`src/rtl/alu_pkg.sv`:
```
`default_nettype none
// ============================================================================
//  Module   : alu_pkg
//  Purpose  : Opcode map, flag bit positions and FSM states for alu_seq.
//  Revision : 1.0
// ============================================================================
package alu_pkg;

    typedef enum logic [4:0] {
        OP_ADD  = 5'd0,
        OP_SUB  = 5'd1,
        OP_MUL  = 5'd2,
        OP_DIV  = 5'd3,
        OP_MOD  = 5'd4,
        OP_MVN  = 5'd5,
        OP_OR   = 5'd6,
        OP_AND  = 5'd7,
        OP_ORN  = 5'd8,
        OP_ANDN = 5'd9,
        OP_EOR  = 5'd10,
        OP_EON  = 5'd11,
        OP_REV  = 5'd12,
        OP_LSL  = 5'd13,
        OP_LSR  = 5'd14,
        OP_ASR  = 5'd15,
        OP_NOP  = 5'd16,
        OP_CMP  = 5'd17
    } op_e;

    localparam int FLAG_Z = 5;
    localparam int FLAG_V = 4;
    localparam int FLAG_C = 3;
    localparam int FLAG_P = 2;
    localparam int FLAG_G = 1;
    localparam int FLAG_L = 0;

    typedef enum logic [1:0] {
        IDLE = 2'd0,
        BUSY = 2'd1,
        DONE = 2'd2
    } state_e;

endpackage
`default_nettype wire

```
`src/rtl/alu_muldiv_iter.sv`:
```
`default_nettype none
// ============================================================================
//  Module   : alu_muldiv_iter
//  Purpose  : Iterative unsigned shift-add multiplier / restoring divider,
//             one bit per cycle, WIDTH cycles from start to done.
//  Revision : 1.0
// ============================================================================
module alu_muldiv_iter #(
    parameter int WIDTH = 16
) (
    input  logic             clk,
    input  logic             rst,
    input  logic             start,
    input  logic             div,
    input  logic [WIDTH-1:0] a,
    input  logic [WIDTH-1:0] b,
    output logic             done,
    output logic [WIDTH-1:0] res_hi,
    output logic [WIDTH-1:0] res_lo
);

    localparam int CNT_W = $clog2(WIDTH);
    localparam logic [CNT_W-1:0] c_last = CNT_W'(WIDTH - 1);

    logic             r_busy;
    logic             r_div;
    logic [CNT_W-1:0] r_cnt;
    logic [WIDTH-1:0] r_hi;
    logic [WIDTH-1:0] r_lo;
    logic [WIDTH-1:0] r_d;

    logic [WIDTH:0]   w_add;
    logic [WIDTH:0]   w_sh;
    logic             w_geq;
    logic [WIDTH-1:0] w_sub;
    logic [WIDTH-1:0] w_hi_nxt;
    logic [WIDTH-1:0] w_lo_nxt;

    // MUL: {hi,lo} holds partial product over the multiplier in lo.
    // DIV: hi is the running remainder, lo shifts dividend out and quotient in.
    assign w_add = {1'b0, r_hi} + (r_lo[0] ? {1'b0, r_d} : {(WIDTH+1){1'b0}});
    assign w_sh  = {r_hi, r_lo[WIDTH-1]};
    assign w_geq = (w_sh >= {1'b0, r_d});
    // The difference is always below the divisor, so the low WIDTH bits are exact.
    assign w_sub = w_sh[WIDTH-1:0] - r_d;

    assign w_hi_nxt = r_div ? (w_geq ? w_sub : w_sh[WIDTH-1:0]) : w_add[WIDTH:1];
    assign w_lo_nxt = r_div ? {r_lo[WIDTH-2:0], w_geq} : {w_add[0], r_lo[WIDTH-1:1]};

    assign done   = r_busy && (r_cnt == c_last);
    assign res_hi = w_hi_nxt;
    assign res_lo = w_lo_nxt;

    always_ff @(posedge clk) begin
        if (rst) begin
            r_busy <= 1'b0;
            r_div  <= 1'b0;
            r_cnt  <= '0;
            r_hi   <= '0;
            r_lo   <= '0;
            r_d    <= '0;
        end else if (start) begin
            r_busy <= 1'b1;
            r_div  <= div;
            r_cnt  <= '0;
            r_hi   <= '0;
            r_lo   <= div ? a : b;
            r_d    <= div ? b : a;
        end else if (r_busy) begin
            r_hi  <= w_hi_nxt;
            r_lo  <= w_lo_nxt;
            r_cnt <= r_cnt + 1'b1;
            if (done) begin
                r_busy <= 1'b0;
            end
        end
    end

endmodule
`default_nettype wire

```
`src/rtl/alu_seq.sv`:
```
`default_nettype none
// ============================================================================
//  Module   : alu_seq
//  Purpose  : Registered ITSC-16 ALU with valid/ready handshake, flag
//             register and iterative MUL/DIV/MOD.
//  Revision : 1.0
// ============================================================================
module alu_seq
    import alu_pkg::*;
#(
    parameter int WIDTH  = 16,
    parameter int FUNC_W = 5
) (
    input  logic              clk,
    input  logic              rst,
    input  logic              in_valid,
    output logic              in_ready,
    input  logic [WIDTH-1:0]  a,
    input  logic [WIDTH-1:0]  b,
    input  logic [FUNC_W-1:0] func,
    input  logic              flags_we,
    input  logic [5:0]        flags_in,
    output logic              out_valid,
    input  logic              out_ready,
    output logic [WIDTH-1:0]  y,
    output logic [5:0]        flags
);

    localparam int c_half = WIDTH / 2;

    state_e            r_state;
    logic [FUNC_W-1:0] r_func;
    logic [WIDTH-1:0]  r_y;
    logic [5:0]        r_flags;
    logic              r_out_valid;
    logic              r_in_ready;

    logic              w_accept;
    logic              w_iter;
    logic [5:0]        w_flags_base;
    logic              w_cin;
    logic              w_big;
    logic [WIDTH:0]    w_shl;
    logic [WIDTH:0]    w_shr;
    logic [WIDTH:0]    w_sar;
    logic [WIDTH-1:0]  w_y1;
    logic [5:0]        w_f1;
    logic              w_c;
    logic              w_v;
    logic              w_res;

    logic              w_md_done;
    logic [WIDTH-1:0]  w_md_hi;
    logic [WIDTH-1:0]  w_md_lo;
    logic [WIDTH-1:0]  w_md_y;
    logic [5:0]        w_md_f;

    assign w_accept = in_valid & r_in_ready;
    assign w_iter   = ((func == FUNC_W'(OP_MUL)) || (func == FUNC_W'(OP_DIV)) ||
                       (func == FUNC_W'(OP_MOD))) && (b != '0);

    // A same-cycle flag restore supplies the carry-in of the accepted op.
    assign w_flags_base = flags_we ? flags_in : r_flags;
    assign w_cin        = w_flags_base[FLAG_C];

    assign w_big = (b >= WIDTH'(WIDTH));
    assign w_shl = {1'b0, a} << b;
    assign w_shr = {a, 1'b0} >> b;
    assign w_sar = $signed({a, 1'b0}) >>> b;

    always_comb begin
        w_y1  = '0;
        w_f1  = '0;
        w_c   = 1'b0;
        w_v   = 1'b0;
        w_res = 1'b1;
        case (func)
            FUNC_W'(OP_ADD): begin
                {w_c, w_y1} = {1'b0, a} + {1'b0, b} + {{WIDTH{1'b0}}, w_cin};
                w_v = (a[WIDTH-1] == b[WIDTH-1]) && (w_y1[WIDTH-1] != a[WIDTH-1]);
            end
            FUNC_W'(OP_SUB): begin
                {w_c, w_y1} = {1'b0, a} - {1'b0, b} - {{WIDTH{1'b0}}, w_cin};
                w_v = (a[WIDTH-1] != b[WIDTH-1]) && (w_y1[WIDTH-1] != a[WIDTH-1]);
            end
            // MUL/DIV/MOD only take this path when b is zero.
            FUNC_W'(OP_MUL):  w_y1 = '0;
            FUNC_W'(OP_DIV): begin
                w_y1 = '1;
                w_v  = 1'b1;
            end
            FUNC_W'(OP_MOD): begin
                w_y1 = a;
                w_v  = 1'b1;
            end
            FUNC_W'(OP_MVN):  w_y1 = ~b;
            FUNC_W'(OP_OR):   w_y1 = a | b;
            FUNC_W'(OP_AND):  w_y1 = a & b;
            FUNC_W'(OP_ORN):  w_y1 = ~(a | b);
            FUNC_W'(OP_ANDN): w_y1 = ~(a & b);
            FUNC_W'(OP_EOR):  w_y1 = a ^ b;
            FUNC_W'(OP_EON):  w_y1 = ~(a ^ b);
            FUNC_W'(OP_REV):  w_y1 = {b[c_half-1:0], b[WIDTH-1:c_half]};
            FUNC_W'(OP_LSL): begin
                if (b == '0)  w_y1 = a;
                else if (!w_big) {w_c, w_y1} = w_shl;
            end
            FUNC_W'(OP_LSR): begin
                if (b == '0)  w_y1 = a;
                else if (!w_big) {w_y1, w_c} = w_shr;
            end
            FUNC_W'(OP_ASR): begin
                if (b == '0)  w_y1 = a;
                else if (w_big) w_y1 = {WIDTH{a[WIDTH-1]}};
                else          {w_y1, w_c} = w_sar;
            end
            FUNC_W'(OP_NOP): begin
                w_res = 1'b0;
                w_f1  = w_flags_base;
            end
            FUNC_W'(OP_CMP): begin
                w_res        = 1'b0;
                w_f1[FLAG_Z] = (a == b);
                w_f1[FLAG_G] = (a > b);
                w_f1[FLAG_L] = (a < b);
            end
            default: w_res = 1'b0;
        endcase
        if (w_res) begin
            w_f1[FLAG_Z] = ~|w_y1;
            w_f1[FLAG_V] = w_v;
            w_f1[FLAG_C] = w_c;
            w_f1[FLAG_P] = ~^w_y1;
        end
    end

    alu_muldiv_iter #(
        .WIDTH (WIDTH)
    ) u_muldiv (
        .clk    (clk),
        .rst    (rst),
        .start  (w_accept & w_iter),
        .div    (func != FUNC_W'(OP_MUL)),
        .a      (a),
        .b      (b),
        .done   (w_md_done),
        .res_hi (w_md_hi),
        .res_lo (w_md_lo)
    );

    always_comb begin
        w_md_y = w_md_lo;
        w_md_f = '0;
        if (r_func == FUNC_W'(OP_MOD)) begin
            w_md_y = w_md_hi;
        end
        if (r_func == FUNC_W'(OP_MUL)) begin
            w_md_f[FLAG_V] = |w_md_hi;
        end
        w_md_f[FLAG_Z] = ~|w_md_y;
        w_md_f[FLAG_P] = ~^w_md_y;
    end

    always_ff @(posedge clk) begin
        if (rst) begin
            r_state     <= IDLE;
            r_func      <= '0;
            r_y         <= '0;
            r_flags     <= '0;
            r_out_valid <= 1'b0;
            r_in_ready  <= 1'b1;
        end else begin
            case (r_state)
                IDLE: begin
                    if (flags_we) begin
                        r_flags <= flags_in;
                    end
                    if (w_accept) begin
                        r_func     <= func;
                        r_in_ready <= 1'b0;
                        if (w_iter) begin
                            r_state <= BUSY;
                        end else begin
                            r_state     <= DONE;
                            r_y         <= w_y1;
                            r_flags     <= w_f1;
                            r_out_valid <= 1'b1;
                        end
                    end
                end
                BUSY: begin
                    if (w_md_done) begin
                        r_state     <= DONE;
                        r_y         <= w_md_y;
                        r_flags     <= w_md_f;
                        r_out_valid <= 1'b1;
                    end
                end
                DONE: begin
                    if (out_ready) begin
                        r_state     <= IDLE;
                        r_out_valid <= 1'b0;
                        r_in_ready  <= 1'b1;
                    end
                end
                default: begin
                    r_state     <= IDLE;
                    r_out_valid <= 1'b0;
                    r_in_ready  <= 1'b1;
                end
            endcase
        end
    end

    assign in_ready  = r_in_ready;
    assign out_valid = r_out_valid;
    assign y         = r_y;
    assign flags     = r_flags;

endmodule
`default_nettype wire

```
`config.mk`:
```
export PLATFORM = sky130hd
export DESIGN_NAME = alu_seq
export DESIGN_NICKNAME = d
export VERILOG_FILES = /design/src/rtl/alu_pkg.sv /design/src/rtl/alu_muldiv_iter.sv /design/src/rtl/alu_seq.sv
export SDC_FILE = /design/constraint.sdc
export NUM_CORES = 1
export LEC_CHECK = 0
export BUFFER_PORTS_ARGS = -buffer_cell sky130_fd_sc_hd__buf_2
export CAP_MARGIN = 40
export CORE_MARGIN = 2
export CORE_UTILIZATION = 50
export DETAILED_ROUTE_END_ITERATION = 16
export HOLD_SLACK_MARGIN = 0.06
export PLACE_DENSITY_LB_ADDON = 0.25
export SLEW_MARGIN = 25
export SYNTH_ARGS = -nofsm -noshare
export SYNTH_HDL_FRONTEND = slang
export SYNTH_SLANG_ARGS = --single-unit
```
`constraint.sdc`:
```
create_clock -name clk -period 7.88 [get_ports clk]
set_clock_uncertainty 0.1 [all_clocks]
set_input_delay 1.97 -clock clk [delete_from_list [all_inputs] [get_ports clk]]
set_output_delay 1.97 -clock clk [all_outputs]
set_load 0.01 [all_outputs]
```
# --- Yosys cells after proc, flatten, opt, wreduce, memory -nomap -nowiden ---
# Index checks and enable logic that the tools add are counted.
# W data, S select, Z words.
totals:
  regBits: 85
  input_bits: 48
  output_inout_bits: 24
op_classes:
  add_sub_neg: 7
  order_cmp: 4
  eq_ne: 32
  shifts: 3
  mux: 55
  bitwise: 10
  reduce_logical: 28
ops:
  columns: ["operator", "n"]
  rows:
  - ["$mux W16", 18]
  - ["$pmux W16 S15", 1]
  - ["$not A16 Y16", 4]
  - ["$reduce_or A16 Y1", 4]
  - ["$eq A5 B4 Y1 const B", 8]
  - ["$pmux W16 S2", 1]
  - ["$reduce_xnor A16 Y1", 2]
  - ["$eq A5 B3 Y1 const B", 5]
  - ["$mux W6", 4]
  - ["$add A16 B16 Y17", 1]
  - ["$add A16 B17 Y17", 1]
  - ["$add A17 B1 Y17", 1]
  - ["$ge A17 B16 Y1", 1]
  - ["$mux W1", 17]
  - ["$shl A16 B16 Y17", 1]
  - ["$shr A17 B16 Y17", 1]
  - ["$sshr A17 B16 Y17", 1]
  - ["$sub A16 B16 Y17", 1]
  - ["$sub A17 B1 Y17", 1]
  - ["$and A16 B16 Y16", 1]
  - ["$eq A16 B16 Y1", 1]
  - ["$ge A16 B5 Y1 const B", 1]
  - ["$gt A16 B16 Y1", 1]
  - ["$logic_not A16 Y1", 1]
  - ["other kinds (38)", 61]

# --- Logic depth before layout (Yosys ltp) ---
depth:
  word_depth: 10
  mapped_depth: 22
  depth_no_buf: 21

# --- By module ---
# Synthesis repeated with hierarchy kept, for this count alone.
hier_totals:
  cells_unflattened: 1727
  hier_area_um2: 13020.0
by_module_without_submodules:
  columns: ["module", "n_inst", "cells_per_inst", "area_each_um2", "seq_area_each_um2"]
  rows:
  - ["alu_seq", 1, 1147, 8436.8, 620.6]
  - ["alu_muldiv_iter", 1, 580, 4583.1, 1081.0]

# --- Least setup slack after synthesis ---
# No wires, ideal clock.
synth_timing:
  kind: "in2reg"
  from: "input b[0]"
  to: "register r_flags[2], in the netlist flags[2]"
  setup_ns: 0.065
  arrival_ns: 6.043
  t_required_ns: 7.715
  slack_ns: 1.672
  path_stages: 21
  cell_sequence: "buf_2 > buf_2 > buf_2 > inv_1 > fa_1 > fa_1 > o211ai_1 > a21oi_1 > nor3_1 > o31ai_1 > a2111oi_0 > a31oi_1 > o21ai_0 > inv_1 > ha_1 > xnor2_1 > xnor2_1 > xnor2_1 > o32ai_1 > a21oi_1 > nor2_1"
synth_between:
  elab_chain_cells: 9
  word_cells_on_any_way: 30
  cone_classes: "add/sub (4); order compare (1); shift (3); mux (11); bitwise (7); reduce/logical (4)"
synth_rtl:
  columns: ["item", "line_no", "text"]
  rows:
  - ["from (decl)", "alu_seq.sv:19", "input logic [WIDTH-1:0] b,"]
  - ["parallel branches: the longest is 6 deep, another holds $sub A16 B16 Y17", null, null]
  - ["$mux W6 (*)", "alu_seq.sv:181", "if (w_iter) begin"]
  - ["$mux W6 (*)", "alu_seq.sv:178", "if (w_accept) begin"]
  - ["$pmux W6 S2 (*)", "alu_seq.sv:173", "case (r_state)"]
  - ["to (signal assigned)", "alu_seq.sv:176", "r_flags <= flags_in;"]
  - ["to (signal assigned)", "alu_seq.sv:186", "r_flags <= w_f1;"]
  - ["to (signal assigned)", "alu_seq.sv:195", "r_flags <= w_md_f;"]
  - ["to (decl)", "alu_seq.sv:34", "logic [5:0] r_flags;"]
# Mark *: on every way between the ends.
# A chain may end at the register's enable or synchronous reset.

# --- Worst setup path after layout ---
layout_timing:
  from: "input flags_we"
  to: "register r_flags[2], in the netlist flags[2]"
layout_between:
  elab_chain_cells: 8
  word_cells_on_any_way: 10
  cone_classes: "add/sub (2); mux (7); reduce/logical (1)"
layout_rtl:
  columns: ["item", "line_no", "text"]
  rows:
  - ["from (decl)", "alu_seq.sv:21", "input logic flags_we,"]
  - ["$mux W6 (*)", "alu_seq.sv:175", "if (flags_we) begin"]
  - ["$sub A17 B1 Y17 / $add A17 B1 Y17 (equally long branches)", "alu_seq.sv:83, alu_seq.sv:79", null]
  - ["$pmux W16 S15", "alu_seq.sv:77", "case (func)"]
  - ["$reduce_xnor A16 Y1", "alu_seq.sv:133", "w_f1[FLAG_P] = ~^w_y1;"]
  - ["$mux W4", "alu_seq.sv:129", "if (w_res) begin"]
  - ["$mux W6", "alu_seq.sv:181", null]
  - ["$mux W6 (*)", "alu_seq.sv:178", null]
  - ["$pmux W6 S2 (*)", "alu_seq.sv:173", null]
# Every way passes the cells marked *; elsewhere a longest branch is shown, timed or not.

==> out/metrics.cfg <==
[cts]
cts_htree_levels = 3
cts_root_buffer = clkbuf_16
clk_pin_slew_worst_paths_ns = 0.07
clock_sinks = 85
cts_made_buffers = 9
cts_tree = built
ctsHoldBuffers = 0
cts_buffer_depth = 2
cts_resized = 0
clk_latency_ns = 0.35
postCtsSetupBuffers = 0

[timing]
hold_violations = 0
slew-limit-headroom = 0.309
setup_viol = 0
max_slew.worst_pin.slew_ns = 1.04
rsz0062_at_grt = false
fin_crit_ns = 6.65
clock.fmax_mhz = 150
slew_violations = 0
fin_crit_sh = 0.844
fin_tns_setup_ns = 0

[hold_path]
min_path_type = reg -> reg
holdCritStartpoint = out_valid

[synthesis]
yosys.cell_types.count = 86
async_reset_ff_frac = 0
yosys_warnings = 0
synth_area_sq_um = 12600
yosys_register_bits = 85
synth.area.top_cells = dfxtp_1 13%, ha_1 13%, nor2_1 6.5%
yosysTopAreaCell = dfxtp_1
syn_inst = 1781
avgSynthCellArea_sq_um = 7.09
synth_top_area_frac = 0.135
ys_seq_area_frac = 0.135
synth-main-ff-cell = dfxtp_1
synth_edf_count = 0
synth_fp_nets = 1962

[power]
powerDensity_nw_per_um2 = 125
leakage_nw = 5.53
ir_worst_vdd_v = 0.000126

[placed_design]
dpl.hpwl_um = 38400
port_buffers = 71
dp_cells = 2079
gp_congestion = 1.03

[routing]
first_pass_iters = 8
ant_nets = 0
route.final.wire_length_um = 52100
drc = 0
wl_per_cell_um = 24.8
num_vias = 14200
drt_iter0_drc = 1608
viasPerCell = 6.80

[cells_and_area]
antennaDiodeCount = 0
nets = 1942
instances_no_fill = 2096
drive_gt1_frac = 0.106
syn2layout_area_growth_pct = 6.44

[floorplan]
die_h_um = 163
dieArea_sq_um = 26500
core_area_sq_um = 25000
std_cell_rows = 58
dieWidth_um = 163
start_util = 0.506
ios = 72

[global_routing]
grt_pass1_wl_um = 78900
track_usage = 0.386
grt.overflow.total = 0
grt_pass1_vias = 13100
grt_start_max_net_pins = 62
antenna_found_initial = 0

[outcome]
outcome = complete, no violations

[worst_setup_path]
cp-end-kind = flop
crit_type = in -> reg
r2r_start = flags[3]
cp_max_fo = 7
startpoint_type = primary input
critPathRequiredTime_ns = 8.07
startpoint = flags_we
crit_arrival_ns = 6.84

[flow_run]
drv_cap = 0

==> cells in the mapped netlist (all sizes together) (9+ instances only) <==
cell	n
nand2	156
nand3	77
o21a	21
mux2i	75
xnor2	36
nor2b	17
xor2	20
nor4	16
nand2b	10
a221oi	14
a311oi	36
o221ai	17
nor2	220
a211o	11
inv	86
nand4	13
and2	25
a31oi	19
o21bai	12
dfxtp	85
clkbuf	104
and3	9
buf	32
mux2	24
or2	10
o22ai	12
a21oi	129
or3	17
o211ai	23
ha	127
a21o	18
a211oi	48
nor3	44
o21ai	98
==> final timing paths <==
kind / endpoint / slack (ns) / cells past startpoint
max: flags[2] / 1.23 / 21
min: out_valid / 0.36 / 2
max reg2reg: flags[2] / 2.73 / 19
min reg2reg: out_valid / 0.36 / 2
==> registers in the layout (all words and copies together), names as in the netlist <==
name and count:
u_muldiv.r_d 16, u_muldiv.r_hi 16, u_muldiv.r_lo 16, y 16
flags 6, r_func 5, u_muldiv.r_cnt 4, r_state 2
in_ready 1, out_valid 1, u_muldiv.r_busy 1, u_muldiv.r_div 1
==> final cells by class <==
class                      count  area (sq um)
multi-input combinational   1473         10100
clock buffer                  10           239
clock inverter                 6          55.1
fill                        2475         11500
timing repair buffer         105           622
inverter                      87           327
sequential                    85          1700
tap                          330           413
==> cells by family (layout without fill, tap and decap cells) <==
kind of cell,Yosys count,in the layout,synth area share
AOI/OAI and AO/OA,542,542,0.293
adders and majority gates,133,133,0.135
muxes,107,107,0.0952
DFF,85,85,0.135
buffers and inverters,223,208,0.0683
and+or+nand+nor,635,635,0.234
xor gates and xnor gates,56,56,0.0389
==> layout by cell type, fill, tap and decap left out, types with 13 or more instances in the layout <==
master and n:
a211oi_1 46, a21o_1 18, a21oi_1 128, a221oi_1 14, a311oi_1 36, a31oi_1 19, and2_1 25, buf_2 71
buf_4 32, dfxtp_1 83, ha_1 127, inv_1 85, mux2_2 24, mux2i_1 75, nand2_1 156, nand3_1 76
nand4_1 13, nor2_1 219, nor2b_1 14, nor3_1 43, nor4_1 13, o211ai_1 23, o21a_1 21, o21ai_0 97
o221ai_1 17, or3_1 17, xnor2_1 36, xor2_1 20
==> critical path: stages <==
cell and delay, ns:
buf_2 0.18, mux2i_1 0.57, inv_1 0.13, fa_1 0.56, inv_1 0.07, ha_1 0.18, o211ai_1 0.20, nand4b_1 0.18
a31oi_1 0.31, o31ai_1 0.20, a2111o_1 0.43, o211ai_1 0.12, xor2_1 0.33, o21a_1 0.19, ha_1 0.25, xnor2_1 0.20
xnor2_1 0.16, xnor2_1 0.10, o32ai_1 0.24, a21oi_1 0.12, nor2_1 0.14
==> per-stage QoR <==
step	power (mW)	setup slack [ns]	instance area [sq um]	hold slack, ns	utilization
floorplan	1.01	1.67	12600	0.361	-
global placement	1.23	1.14	13100	0.347	0.525
detailed placement	1.23	1.00	13100	0.355	0.526
CTS	1.66	1.33	13400	0.364	0.538
global route	1.76	1.01	13400	0.398	0.538
finish	1.68	1.23	13400	0.364	0.538
==> power by group <==
part	switching (mW)	internal (mW)	leakage [nW]
Clock	0.200	0.228	0.139
Combinational	0.499	0.289	4.70
Sequential	0.0168	0.450	0.692
==> per-layer routing <==
| layer | vias to the layer above | wire [um] | global-route usage |
|---|---|---|---|
| met4 | 0 | 3330 | 0.203 |
| li1 | 6518 | - | - |
| met2 | 787 | 22600 | 0.604 |
| met5 | - | 0 | 0 |
| met3 | 198 | 5140 | 0.0759 |
| met1 | 6743 | 21000 | 0.503 |
(Power assumes the default switching activity.)
